File: src/rtl/uart_pkg.sv
// Shared definitions for the UART blocks.
// Contents:
//   ST_* state encodings plus the rx_state_e enum built from them,
//   DATA_BITS (frame payload width),
//   calc_div() for the sysclk-to-sample-tick divide ratio.
package uart_pkg;

    localparam int DATA_BITS = 8;

    localparam logic [2:0] ST_IDLE  = 3'd0;
    localparam logic [2:0] ST_START = 3'd1;
    localparam logic [2:0] ST_DATA  = 3'd2;
    localparam logic [2:0] ST_STOP  = 3'd3;
    localparam logic [2:0] ST_BREAK = 3'd4;

    typedef enum logic [2:0] {
        IDLE  = ST_IDLE,
        START = ST_START,
        DATA  = ST_DATA,
        STOP  = ST_STOP,
        BREAK = ST_BREAK
    } rx_state_e;

    // Integer division. It is clamped to 1 so that a too-fast baud setting
    // produces a tick on every cycle instead of a zero-length divider.
    function automatic int calc_div(input int clk_freq, input int baud, input int os);
        int d;
        d = clk_freq / (baud * os);
        return (d < 1) ? 1 : d;
    endfunction

endpackage

File: src/rtl/uart_baud_tick.sv
// Free-running sample-tick generator. The transmit side reuses it.
// Ports:
//   sysclk - clock, rising edge
//   reset  - synchronous, active-high; clears the divider to 0
//   tick   - one-cycle pulse every DIV cycles
module uart_baud_tick #(
    parameter int DIV = 4
) (
    input  logic sysclk,
    input  logic reset,
    output logic tick
);

    localparam int             CW   = (DIV > 1) ? $clog2(DIV) : 1;
    localparam logic [CW-1:0]  LAST = CW'(DIV - 1);

    logic [CW-1:0] cnt_q, cnt_d;

    always_comb begin
        cnt_d = (cnt_q == LAST) ? '0 : cnt_q + 1'b1;
    end

    always_ff @(posedge sysclk) begin
        if (reset) cnt_q <= '0;
        else       cnt_q <= cnt_d;
    end

    assign tick = (cnt_q == LAST);

endmodule

File: src/rtl/uart_rx_sampler.sv
// Oversampling 8N1 UART receive front end. Data is sent LSB first.
// The raw line goes through a 2-flop synchronizer. Each bit is decided by a
// 3-sample majority vote around the middle of the bit. A start bit that is
// not confirmed by the vote is dropped as a glitch. A bad stop bit puts the
// FSM in BREAK, where it stays until the line returns high.
// Ports:
//   sysclk      - clock, rising edge
//   reset       - synchronous, active-high
//   UART_RX     - asynchronous serial input, idles high
//   recv_enable - 0 forces IDLE and discards any partial frame
//   rx_data     - last correctly framed byte; held until the next rx_valid
//   rx_valid    - one-cycle pulse, rx_data is new in the same cycle
//   frame_err   - one-cycle pulse, stop bit sampled as 0
//   busy        - a frame is in progress (state != IDLE)
module uart_rx_sampler
    import uart_pkg::*;
#(
    parameter int CLK_FREQ   = 100_000_000,
    parameter int BAUD       = 9600,
    parameter int OVERSAMPLE = 16
) (
    input  logic                 sysclk,
    input  logic                 reset,
    input  logic                 UART_RX,
    input  logic                 recv_enable,
    output logic [DATA_BITS-1:0] rx_data,
    output logic                 rx_valid,
    output logic                 frame_err,
    output logic                 busy
);

    localparam int            DIV    = calc_div(CLK_FREQ, BAUD, OVERSAMPLE);
    localparam int            MID    = OVERSAMPLE / 2;
    localparam int            SW     = $clog2(OVERSAMPLE);
    localparam int            BW     = $clog2(DATA_BITS);
    localparam logic [SW-1:0] S_LAST = SW'(OVERSAMPLE - 1);
    localparam logic [SW-1:0] S_LO   = SW'(MID - 1);
    localparam logic [SW-1:0] S_MID  = SW'(MID);
    localparam logic [SW-1:0] S_HI   = SW'(MID + 1);
    localparam logic [BW-1:0] B_LAST = BW'(DATA_BITS - 1);

    logic tick;

    uart_baud_tick #(.DIV(DIV)) u_tick (
        .sysclk (sysclk),
        .reset  (reset),
        .tick   (tick)
    );

    rx_state_e              state_q, state_d;
    logic [1:0]             sync_q, sync_d;
    logic [SW-1:0]          s_q, s_d;
    logic [BW-1:0]          bit_q, bit_d;
    logic [1:0]             vote_q, vote_d;     // samples at MID-1 and MID
    logic [DATA_BITS-1:0]   shift_q, shift_d;
    logic [DATA_BITS-1:0]   rx_data_q, rx_data_d;
    logic                   rx_valid_q, rx_valid_d;
    logic                   frame_err_q, frame_err_d;

    logic          line;
    logic          vote;
    logic          active;
    logic [SW-1:0] idx;

    always_comb begin
        sync_d = {sync_q[0], UART_RX};
        line   = sync_q[1];
        // s_q holds the index of the most recent tick, so idx is the index of
        // the current tick. The wrap is explicit because OVERSAMPLE need not
        // be a power of two.
        idx    = (s_q == S_LAST) ? '0 : s_q + 1'b1;
        // The sample at MID+1 is the live line value.
        vote   = (vote_q[0] & vote_q[1]) | (vote_q[0] & line) | (vote_q[1] & line);
        active = (state_q == START) || (state_q == DATA) || (state_q == STOP);

        state_d     = state_q;
        s_d         = s_q;
        bit_d       = bit_q;
        vote_d      = vote_q;
        shift_d     = shift_q;
        rx_data_d   = rx_data_q;
        rx_valid_d  = 1'b0;
        frame_err_d = 1'b0;

        if (tick && active) begin
            s_d = idx;
            if (idx == S_LO)  vote_d[0] = line;
            if (idx == S_MID) vote_d[1] = line;
        end

        if (!recv_enable) begin
            state_d = IDLE;
        end else begin
            case (state_q)
                IDLE: begin
                    // The tick that detects the low line is index 0 of the start bit.
                    if (tick && !line) begin
                        state_d = START;
                        s_d     = '0;
                    end
                end
                START: begin
                    if (tick && idx == S_HI && vote) begin
                        state_d = IDLE;
                    end else if (tick && idx == S_LAST) begin
                        state_d = DATA;
                        bit_d   = '0;
                    end
                end
                DATA: begin
                    if (tick && idx == S_HI) shift_d = {vote, shift_q[DATA_BITS-1:1]};
                    if (tick && idx == S_LAST) begin
                        if (bit_q == B_LAST) state_d = STOP;
                        else                 bit_d   = bit_q + 1'b1;
                    end
                end
                STOP: begin
                    // The decision is made mid stop bit so that a back-to-back
                    // start edge is still seen.
                    if (tick && idx == S_HI) begin
                        if (vote) begin
                            rx_data_d  = shift_q;
                            rx_valid_d = 1'b1;
                            state_d    = IDLE;
                        end else begin
                            frame_err_d = 1'b1;
                            state_d     = BREAK;
                        end
                    end
                end
                BREAK: begin
                    if (line) state_d = IDLE;
                end
                default: state_d = IDLE;
            endcase
        end
    end

    always_ff @(posedge sysclk) begin
        if (reset) begin
            state_q     <= IDLE;
            sync_q      <= 2'b11;
            s_q         <= '0;
            bit_q       <= '0;
            vote_q      <= '0;
            shift_q     <= '0;
            rx_data_q   <= '0;
            rx_valid_q  <= 1'b0;
            frame_err_q <= 1'b0;
        end else begin
            state_q     <= state_d;
            sync_q      <= sync_d;
            s_q         <= s_d;
            bit_q       <= bit_d;
            vote_q      <= vote_d;
            shift_q     <= shift_d;
            rx_data_q   <= rx_data_d;
            rx_valid_q  <= rx_valid_d;
            frame_err_q <= frame_err_d;
        end
    end

    assign rx_data   = rx_data_q;
    assign rx_valid  = rx_valid_q;
    assign frame_err = frame_err_q;
    assign busy      = (state_q != IDLE);

endmodule
File: config.mk
export PLATFORM = sky130hd
export DESIGN_NAME = uart_rx_sampler
export DESIGN_NICKNAME = d
export VERILOG_FILES = /design/src/rtl/uart_pkg.sv /design/src/rtl/uart_baud_tick.sv /design/src/rtl/uart_rx_sampler.sv
export SDC_FILE = /design/constraint.sdc
export NUM_CORES = 1
export LEC_CHECK = 0
export CAP_MARGIN = 20
export CORE_UTILIZATION = 50
export DETAILED_ROUTE_END_ITERATION = 10
export GPL_TIMING_DRIVEN = 0
export PLACE_DENSITY = 0.7
export SYNTH_ARGS = -nofsm -noshare
export SYNTH_HDL_FRONTEND = slang
export SYNTH_SLANG_ARGS = --single-unit
File: constraint.sdc
create_clock -name sysclk -period 3.5 [get_ports sysclk]
set_input_delay 0.7 -clock sysclk [delete_from_list [all_inputs] [get_ports sysclk]]
set_output_delay 0.7 -clock sysclk [all_outputs]
set_load 0.005 [all_outputs]
* Word level (Yosys, flattened, before mapping)
Cells that the tools add are included.
W data, S select, Z words.
** Word-level totals
- Bits in registers :: 42
- Input port bits :: 4
- Output and inout bits :: 11
** Operators by class
- $add $sub $neg :: 3
- Equal/unequal tests :: 20
- Multiplexer cells :: 21
- Bitwise operators :: 8
- Reductions and logical operators :: 20
** Operators with widths (number)
- $mux W3 :: 12
- $mux W4 :: 5
- $eq A4 B4 Y1 const B :: 4
- $pmux W3 S5 :: 1
- $reduce_and A6 Y1 :: 2
- $add A10 B1 Y10 const B :: 1
- $eq A10 B10 Y1 const B :: 1
- $ne A2 B1 Y1 const B :: 4
- $ne A2 B2 Y1 const B :: 4
- $eq A3 B2 Y1 const B :: 2
- $eq A3 B3 Y1 const B :: 2
- $pmux W3 S2 :: 1
- $logic_and A1 B1 Y1 :: 5
- $add A4 B1 Y4 const B :: 1
- $eq A4 B3 Y1 const B :: 1
- $reduce_and A2 Y1 :: 2
- $reduce_and A4 Y1 :: 1
- $reduce_or A2 Y1 :: 2
- $reduce_or A4 Y1 :: 1
- $add A3 B1 Y3 const B :: 1
- $and A1 B1 Y1 :: 3
- $eq A3 B1 Y1 const B :: 1
- $logic_not A3 Y1 :: 1
- $ne A3 B1 Y1 const B :: 1
- other kinds (8) :: 13

* Longest topological paths before layout
Gate-level depths: netlist of run 1.
- Depth after elaboration :: 8
- Depth in mapped cells :: 8
- Depth with buffers taken out :: 7

* Hierarchy
A second synthesis of run 1 with hierarchy kept.
** Second synthesis, totals
- Cell total of the unflattened synthesis :: 209
- Area total of the unflattened synthesis :: 2000.7 um^2
** Modules (own cells, without submodules)
- uart_rx_sampler :: times used 1, cells each 159, area an instance 1544.0 um^2, sequential area each 640.6 um^2
- uart_baud_tick :: times used 1, cells each 50, area an instance 456.7 um^2, sequential area each 200.2 um^2

* Least setup slack after synthesis of run 1
Ideal clock, no wire load.
- Kind :: register to register
- Start :: register s_q[1]
- End :: register state_q[0]
- Setup time :: 0.079 ns
- Arrival time :: 1.856 ns
- Slack :: 1.564 ns
- Stages on the path, launching flop included :: 8
- Path buffers :: 1
- Cells stage by stage :: dfxtp_1 -> ha_1 -> buf_2 -> and4bb_1 -> a41oi_4 -> nor3_1 -> or3b_1 -> a211oi_2
** Between the ends
- Cells in the longest elaborated chain, start to end :: 7
- Elaborated cells between the ends (all ways) :: 14
- Those cells by class :: 1 x add/sub; 6 x eq/ne; 3 x mux; 4 x reduce/logical
** Ends and longest elaborated chain
- start: declaration :: RTL line uart_rx_sampler.sv:52 : logic [SW-1:0] s_q, s_d;
- start signal: assignment :: RTL line uart_rx_sampler.sv:143 : s_q <= '0;
- start signal: assignment :: RTL line uart_rx_sampler.sv:153 : s_q <= s_d;
- $add A4 B1 Y4 / $eq A4 B4 Y1 (equally long branches) :: RTL line uart_rx_sampler.sv:71 : idx = (s_q == S_LAST) ? '0 : s_q + 1'b1;
- $mux W4 (*) :: RTL line uart_rx_sampler.sv:71
- $eq A4 B4 Y1 :: RTL line uart_rx_sampler.sv:103, uart_rx_sampler.sv:120
- $logic_and A1 B1 Y1 :: RTL line uart_rx_sampler.sv:103, uart_rx_sampler.sv:120
- $logic_and A1 B1 Y1 :: RTL line uart_rx_sampler.sv:103 : if (tick && idx == S_HI && vote) begin
- $ne A3 B1 Y1 (no line) / $mux W3 (equally long branches)
- $reduce_and A6 Y1 (no line) / $pmux W3 S5 (equally long branches)
- end signal: assignment :: RTL line uart_rx_sampler.sv:151 : state_q <= state_d;
- end: declaration :: RTL line uart_rx_sampler.sv:50 : rx_state_e state_q, state_d;
Every way passes the cells marked *; elsewhere a longest branch is shown, timed or not.
A chain may end at the register's enable or synchronous reset.

* Worst setup path in the final report of run 1
- Start :: register state_q[0]
- End :: output port busy
** Between the ends
- Cells in the longest elaborated chain, start to end :: 1
** Ends and longest elaborated chain
- $reduce_bool A3 Y1 :: RTL line uart_rx_sampler.sv:166 : assign busy = (state_q != IDLE);
- end: declaration :: RTL line uart_rx_sampler.sv:29 : output logic busy
No other way between the ends.

==> impl_metrics.yaml, run 1 <==
worst_setup_path:
  startpoint_type: "flip-flop"
  critPathMaxStageDelay_ps: 460
  path_delay_family: "buffers and inverters"
  reg2reg_depth: 7
  crit_fanout: 10
  critPathBufInv: 2
  worst_setup_path_end_kind: "primary output"
  crit_cells: 3
  worstPathCellList: "clkbuf_1, or3_1, clkdlybuf4s50_1"
  cp.arrival_ps: 1720
  crit_required_ps: 2800
  crit_slowest_cell: "clkdlybuf4s50_1"
  worstSetupPathType: "flip-flop to primary output"
synthesis:
  yosysSeqAreaShare_pct: 41.5
  synth_commonest_cells: "dfxtp_1, nor2_1, mux2i_1"
  postSynthCellCount: 205
  netlist_area_sq_um: 2030
  synth_top_area_share_pct: 41.5
  avgSynthCellArea_sq_um: 9.89
  synth-warning-count: 0
  synth_top_cell_by_area: "dfxtp_1"
  syn-num-nets: 217
  yosysMostFrequentCell: "dfxtp_1"
  async_flop_share_pct: 0
  synthTopCellsByArea: "dfxtp_1, mux2i_1, nor2_1, ha_1, xnor2_1"
  synth-edff-count: 0
  ys_ff_latch: 42
  ys_types: 54
  synth-main-ff-cell: "dfxtp_1"
placement:
  dpl_cell_area_sq_um: 2230
  io_buffers: 14
  dp.cells: 267
  pre_cts_slack_ps: 1100
  gp_congestion: 0.874
  dp.final_hpwl_mm: 2.62
global_route:
  overflow: 0
  grt_pass1_vias: 1463
  grt_first_pass_wirelength_mm: 6.36
  antenna_found_initial: 0
  grt_max_degree: 13
  grtUsageTotal_pct: 19.4
power_and_ir_drop:
  power_density_nw_per_um2: 372
  vdd_drop_max_mv: 0.355
  total_power_uw: 870
  p_leak_nw: 0.853
final_layout:
  fin_area_sq_um: 2330
  fillCellCount: 320
  nNetsFinal: 238
  syn_to_final_growth_pct: 15.1
  regArea_sq_um: 841
  multi_input_area_sq_um: 1120
  instances_no_fill: 275
  drive_gt1_share_pct: 11.0
  antenna_cells: 0
  final_core_util_pct: 61.9
timing:
  hold_viol_final: 0
  finalCritPeriodShare_pct: 69.1
  fmax_ghz: 0.413
  rsz0062_at_grt: "false"
  worst_pin_slew_ps: 555
  maxSlewViolCount: 0
  max-slew-margin-rel_pct: 62.7
  final.setup.tns_ps: 0
  setup_viol: 0
  whs_ps: 414
  layout_min_cycle_time_ps: 2420
  clock_skew_ps: 7.33
  timing.final.ws_setup_ps: 1080
floorplan:
  dieArea_sq_um: 4320
  dieHeight_um: 65.7
  die_x_um: 65.7
  initial_core_util_pct: 53.8
  design.portCount: 15
  core-area_sq_um: 3770
  placementRows: 22
drt:
  ant_nets: 0
  wirelength_mm: 3.57
  wl_per_cell_um: 13.0
  viasPerCell: 5.47
  drc: 0
  drt_iter0_drc: 98
  vias: 1504
  dr.pass1.iters: 4
clocking:
  ctsHoldBuffers: 0
  root_buffer: "clkbuf_8"
  h-tree-depth: 2
  clock_path_buffers: 2
  cts_tree: "done"
  cts.clk_slew.worst_paths_ps: 70
  clock_latency_ps: 290
  post_cts_buffers: 0
  numCtsBuffers: 5
  cts.sinks: 42
  cts_resized: 0
job:
  drv_cap: 0
hold_path:
  worstHoldPathCells: 1
  hp-class: "flip-flop to flip-flop"
outcome:
  status: "completed"
==> sequential cells by signal (all words and copies together) (netlist names) <==
register      cells
rx_valid          1
u_tick.cnt_q     10
sync_q            2
shift_q           8
frame_err         1
s_q               4
rx_data           8
vote_q            2
bit_q             3
state_q           3
==> cells by family after synthesis <==
logic type | Yosys count | share of synthesized area, %
fa+ha+maj | 9 | 5.43
compound gates | 25 | 11.1
xor+xnor | 9 | 3.89
buf+inv | 14 | 3.08
simple gates | 85 | 24.7
mux | 21 | 10.4
flops | 42 | 41.5
==> where the power goes <==
group	switching, mW	internal (mW)	leakage, nW
clock	0.151	0.213	0.0524
sequential	0.00450	0.482	0.339
combinational	0.0115	0.00809	0.461
==> path summary, 6_finish.rpt <==
| check | slack, ps | endpoint | start |
|---|---|---|---|
| max | 1080 | busy | state_q[0]$_SDFFE_PP0P_ |
| min | 410 | sync_q[1]$_SDFF_PP1_ | sync_q[0]$_SDFF_PP1_ |
| max reg2reg | 1340 | state_q[0]$_SDFFE_PP0P_ | s_q[0]$_SDFF_PP0_ |
| min reg2reg | 410 | sync_q[1]$_SDFF_PP1_ | sync_q[0]$_SDFF_PP1_ |
==> metal layers <==
metal | up-vias | share of wire (%) | track usage [%] | routed length [um]
li1 | 760 | - | - | -
met1 | 716 | 48 | 23.8 | 1720
met2 | 21 | 47 | 32.1 | 1680
met3 | 7 | 3.2 | 5.03 | 114
met4 | 0 | 1.5 | 7.34 | 55
met5 | - | 0 | 0 | 0
==> layout make-up <==
type	instances	share of cell area (%)
flip-flops and latches	42	36.0
clock inverters	1	1.29
multi-input cells	149	48.2
inverters	5	0.804
clock buffers	7	3.27
repair buffers	14	6.00
plain buffers	9	1.88
well taps	48	2.57
==> layout by cell type, fill, tap and decap left out, types with 2 or more instances in the layout <==
| cell type | count |
|---|---|
| a21oi_1 | 4 |
| nand2_1 | 6 |
| xnor2_1 | 5 |
| buf_2 | 2 |
| ha_1 | 8 |
| xor2_1 | 4 |
| dfxtp_1 | 42 |
| and3_1 | 3 |
| nor3b_1 | 4 |
| inv_1 | 5 |
| or2_2 | 2 |
| mux2i_1 | 21 |
| nor2_1 | 38 |
| o21ai_0 | 3 |
| a211oi_1 | 2 |
| nand3_1 | 4 |
| nand3b_1 | 2 |
| and4_1 | 2 |
| nand4_1 | 2 |
| nand2b_1 | 2 |
| or3_1 | 2 |
| and2_1 | 3 |
| clkbuf_8 | 5 |
| clkdlybuf4s50_1 | 14 |
| buf_4 | 2 |
| nor2b_1 | 3 |
| clkbuf_1 | 7 |
(Power assumes the default switching activity.)
==> inputs of run 2 (changes only) <==
--- a/config.mk
+++ b/config.mk
@@ -9,7 +9,7 @@
 export CORE_UTILIZATION = 50
 export DETAILED_ROUTE_END_ITERATION = 10
 export GPL_TIMING_DRIVEN = 0
-export PLACE_DENSITY = 0.7
+export PLACE_DENSITY = 0.72
 export SYNTH_ARGS = -nofsm -noshare
 export SYNTH_HDL_FRONTEND = slang
 export SYNTH_SLANG_ARGS = --single-unit
==> constraint.sdc (replaced) <==
create_clock -name sysclk -period 1.95 [get_ports sysclk]
set_input_delay 0.39 -clock sysclk [delete_from_list [all_inputs] [get_ports sysclk]]
set_output_delay 0.39 -clock sysclk [all_outputs]
set_load 0.005 [all_outputs]
==> impl_metrics.yaml, run 2 (same netlist as run 1, synthesis figures left out) <==
hold_path:
  worstHoldPathCells: 1
  holdPathEnd: "sync_q[1]$_SDFF_PP1_"
  hp-class: "flip-flop to flip-flop"
  holdCritStartpoint: "sync_q[0]$_SDFF_PP1_"
global_route:
  grtUsageTotal_pct: 20.8
  top_usage_layer: "met2"
  grt_max_degree: 14
  overflow: 0
  antenna_found_initial: 0
  grt_pass1_vias: 1471
  grt.met1_usage_pct: 26.3
  grt_first_pass_wirelength_mm: 6.78
  use_met3_pct: 5.21
  grt_use_met2_pct: 34.1
floorplan:
  design.portCount: 15
  dieArea_sq_um: 4320
  initial_core_util_pct: 53.8
  core-area_sq_um: 3770
  die_x_um: 65.7
  placementRows: 22
  dieHeight_um: 65.7
final_layout:
  largest_reg_flops: 10
  drive_gt1_share_pct: 23.2
  nNetsFinal: 252
  top_register: "u_tick.cnt_q"
  final_core_util_pct: 67.8
  syn_to_final_growth_pct: 26.0
  fin_area_sq_um: 2560
  antenna_cells: 0
  mostFrequentLayoutCells: "nor2_1, dfxtp_1, mux2i_1"
  instances_no_fill: 289
  layout_commonest_cell: "nor2_1"
drt:
  wirelength_mm: 4.08
  drt_iter0_drc: 136
  wl_per_cell_um: 14.1
  viasPerCell: 5.43
  vias: 1569
  dr.pass1.iters: 4
  ant_nets: 0
  drc: 0
power_and_ir_drop:
  total_power_mw: 1.58
  power_density_nw_per_um2: 620
  vdd_drop_max_mv: 0.537
  p_leak_nw: 0.963
timing:
  setup_viol: 0
  clock_skew_ps: 5.89
  fmax_ghz: 0.521
  final.setup.tns_ps: 0
  layout_min_cycle_time_ps: 1920
  timing.final.ws_setup_ps: 30.0
  whs_ps: 411
  worst_pin_slew_ps: 590
  finalCritPeriodShare_pct: 98.5
  maxSlewViolCount: 0
  hold_viol_final: 0
  max-slew-margin-rel_pct: 60.3
  rsz0062_at_grt: "true"
outcome:
  status: "completed"
placement:
  dp.cells: 267
  io_buffers: 14
  gp_congestion: 0.899
  dpl_cell_area_sq_um: 2230
  pre_cts_slack_ps: -206
  dp.final_hpwl_mm: 2.67
worst_setup_path:
  crit_fanout: 6
  r2r_setup_slack_ps: 30
  cp.arrival_ps: 2090
  r2r-end: "bit_q[0]$_SDFFE_PP0P_"
  crit_required_ps: 2120
  reg2reg_depth: 6
  startpoint_type: "flip-flop"
  worstSetupPathType: "flip-flop to flip-flop"
  worst_setup_path_end_kind: "flip-flop"
  r2r_start: "u_tick.cnt_q[4]$_SDFF_PP0_"
clocking:
  root_buffer: "clkbuf_8"
  clock_path_buffers: 2
  cts.clk_slew.worst_paths_ps: 80
  clock_latency_ps: 300
  cts.sinks: 42
  h-tree-depth: 2
  cts_tree: "done"
  numCtsBuffers: 5
job:
  drv_cap: 0
run 2: power by group:
group	total (mW)	internal [mW]	switching, mW
Clock	0.680	0.377	0.303
Combinational	0.0364	0.0151	0.0213
Sequential	0.868	0.860	0.00829
Total	1.58	1.25	0.333
run 2: worst max-delay path, stage by stage, from the launching register on:
cell and delay [ps]:
dfxtp_4 360, nor4b_4 360, buf_4 190, nand3_4 110, a2111oi_4 490, mux2i_1 230
nor2_1 50
run 2: layer usage:
metal	share of wire [%]	wire length, um	vias to the layer above
met2	47	1910	27
met4	1.3	55	0
met1	49	1990	747
li1	-	-	788
met3	3.3	133	7
met5	0	0	-
run 2: area by class of cell:
type / count / area [sq um]
clock buffer: 5 / 68.8
fill: 307 / 1210
inverter: 5 / 21.3
clock inverter: 3 / 40.0
multi-input combinational: 149 / 1190
buffer: 8 / 55.1
tap: 48 / 60.1
timing repair buffer: 29 / 264
sequential: 42 / 855
run 2: how the worst max path moves through the flow:
stage	startpoint	endpoint	slack [ps]	cells after the start
5_1_grt	u_tick.cnt_q[4]$_SDFF_PP0_	bit_q[0]$_SDFFE_PP0P_	-70	6
3_3_place_gp	s_q[1]$_SDFF_PP0_	state_q[0]$_SDFFE_PP0P_	-140	7
6_report	u_tick.cnt_q[4]$_SDFF_PP0_	bit_q[0]$_SDFFE_PP0P_	30	6
2_1_floorplan	s_q[1]$_SDFF_PP0_	state_q[0]$_SDFFE_PP0P_	10	7
4_1_cts	s_q[0]$_SDFF_PP0_	rx_data[3]$_SDFFE_PP0P_	1	8
3_5_place_dp	s_q[0]$_SDFF_PP0_	state_q[0]$_SDFFE_PP0P_	-210	7
run 2: timing repair:
action,CTS,global route
setup endpoints to repair,24,23
gates resized for setup,13,22
hold buffers,0,0
buffers inserted,9,5
gates cloned,1,0
pin swaps,4,7
endpoints found under the hold margin,0,0
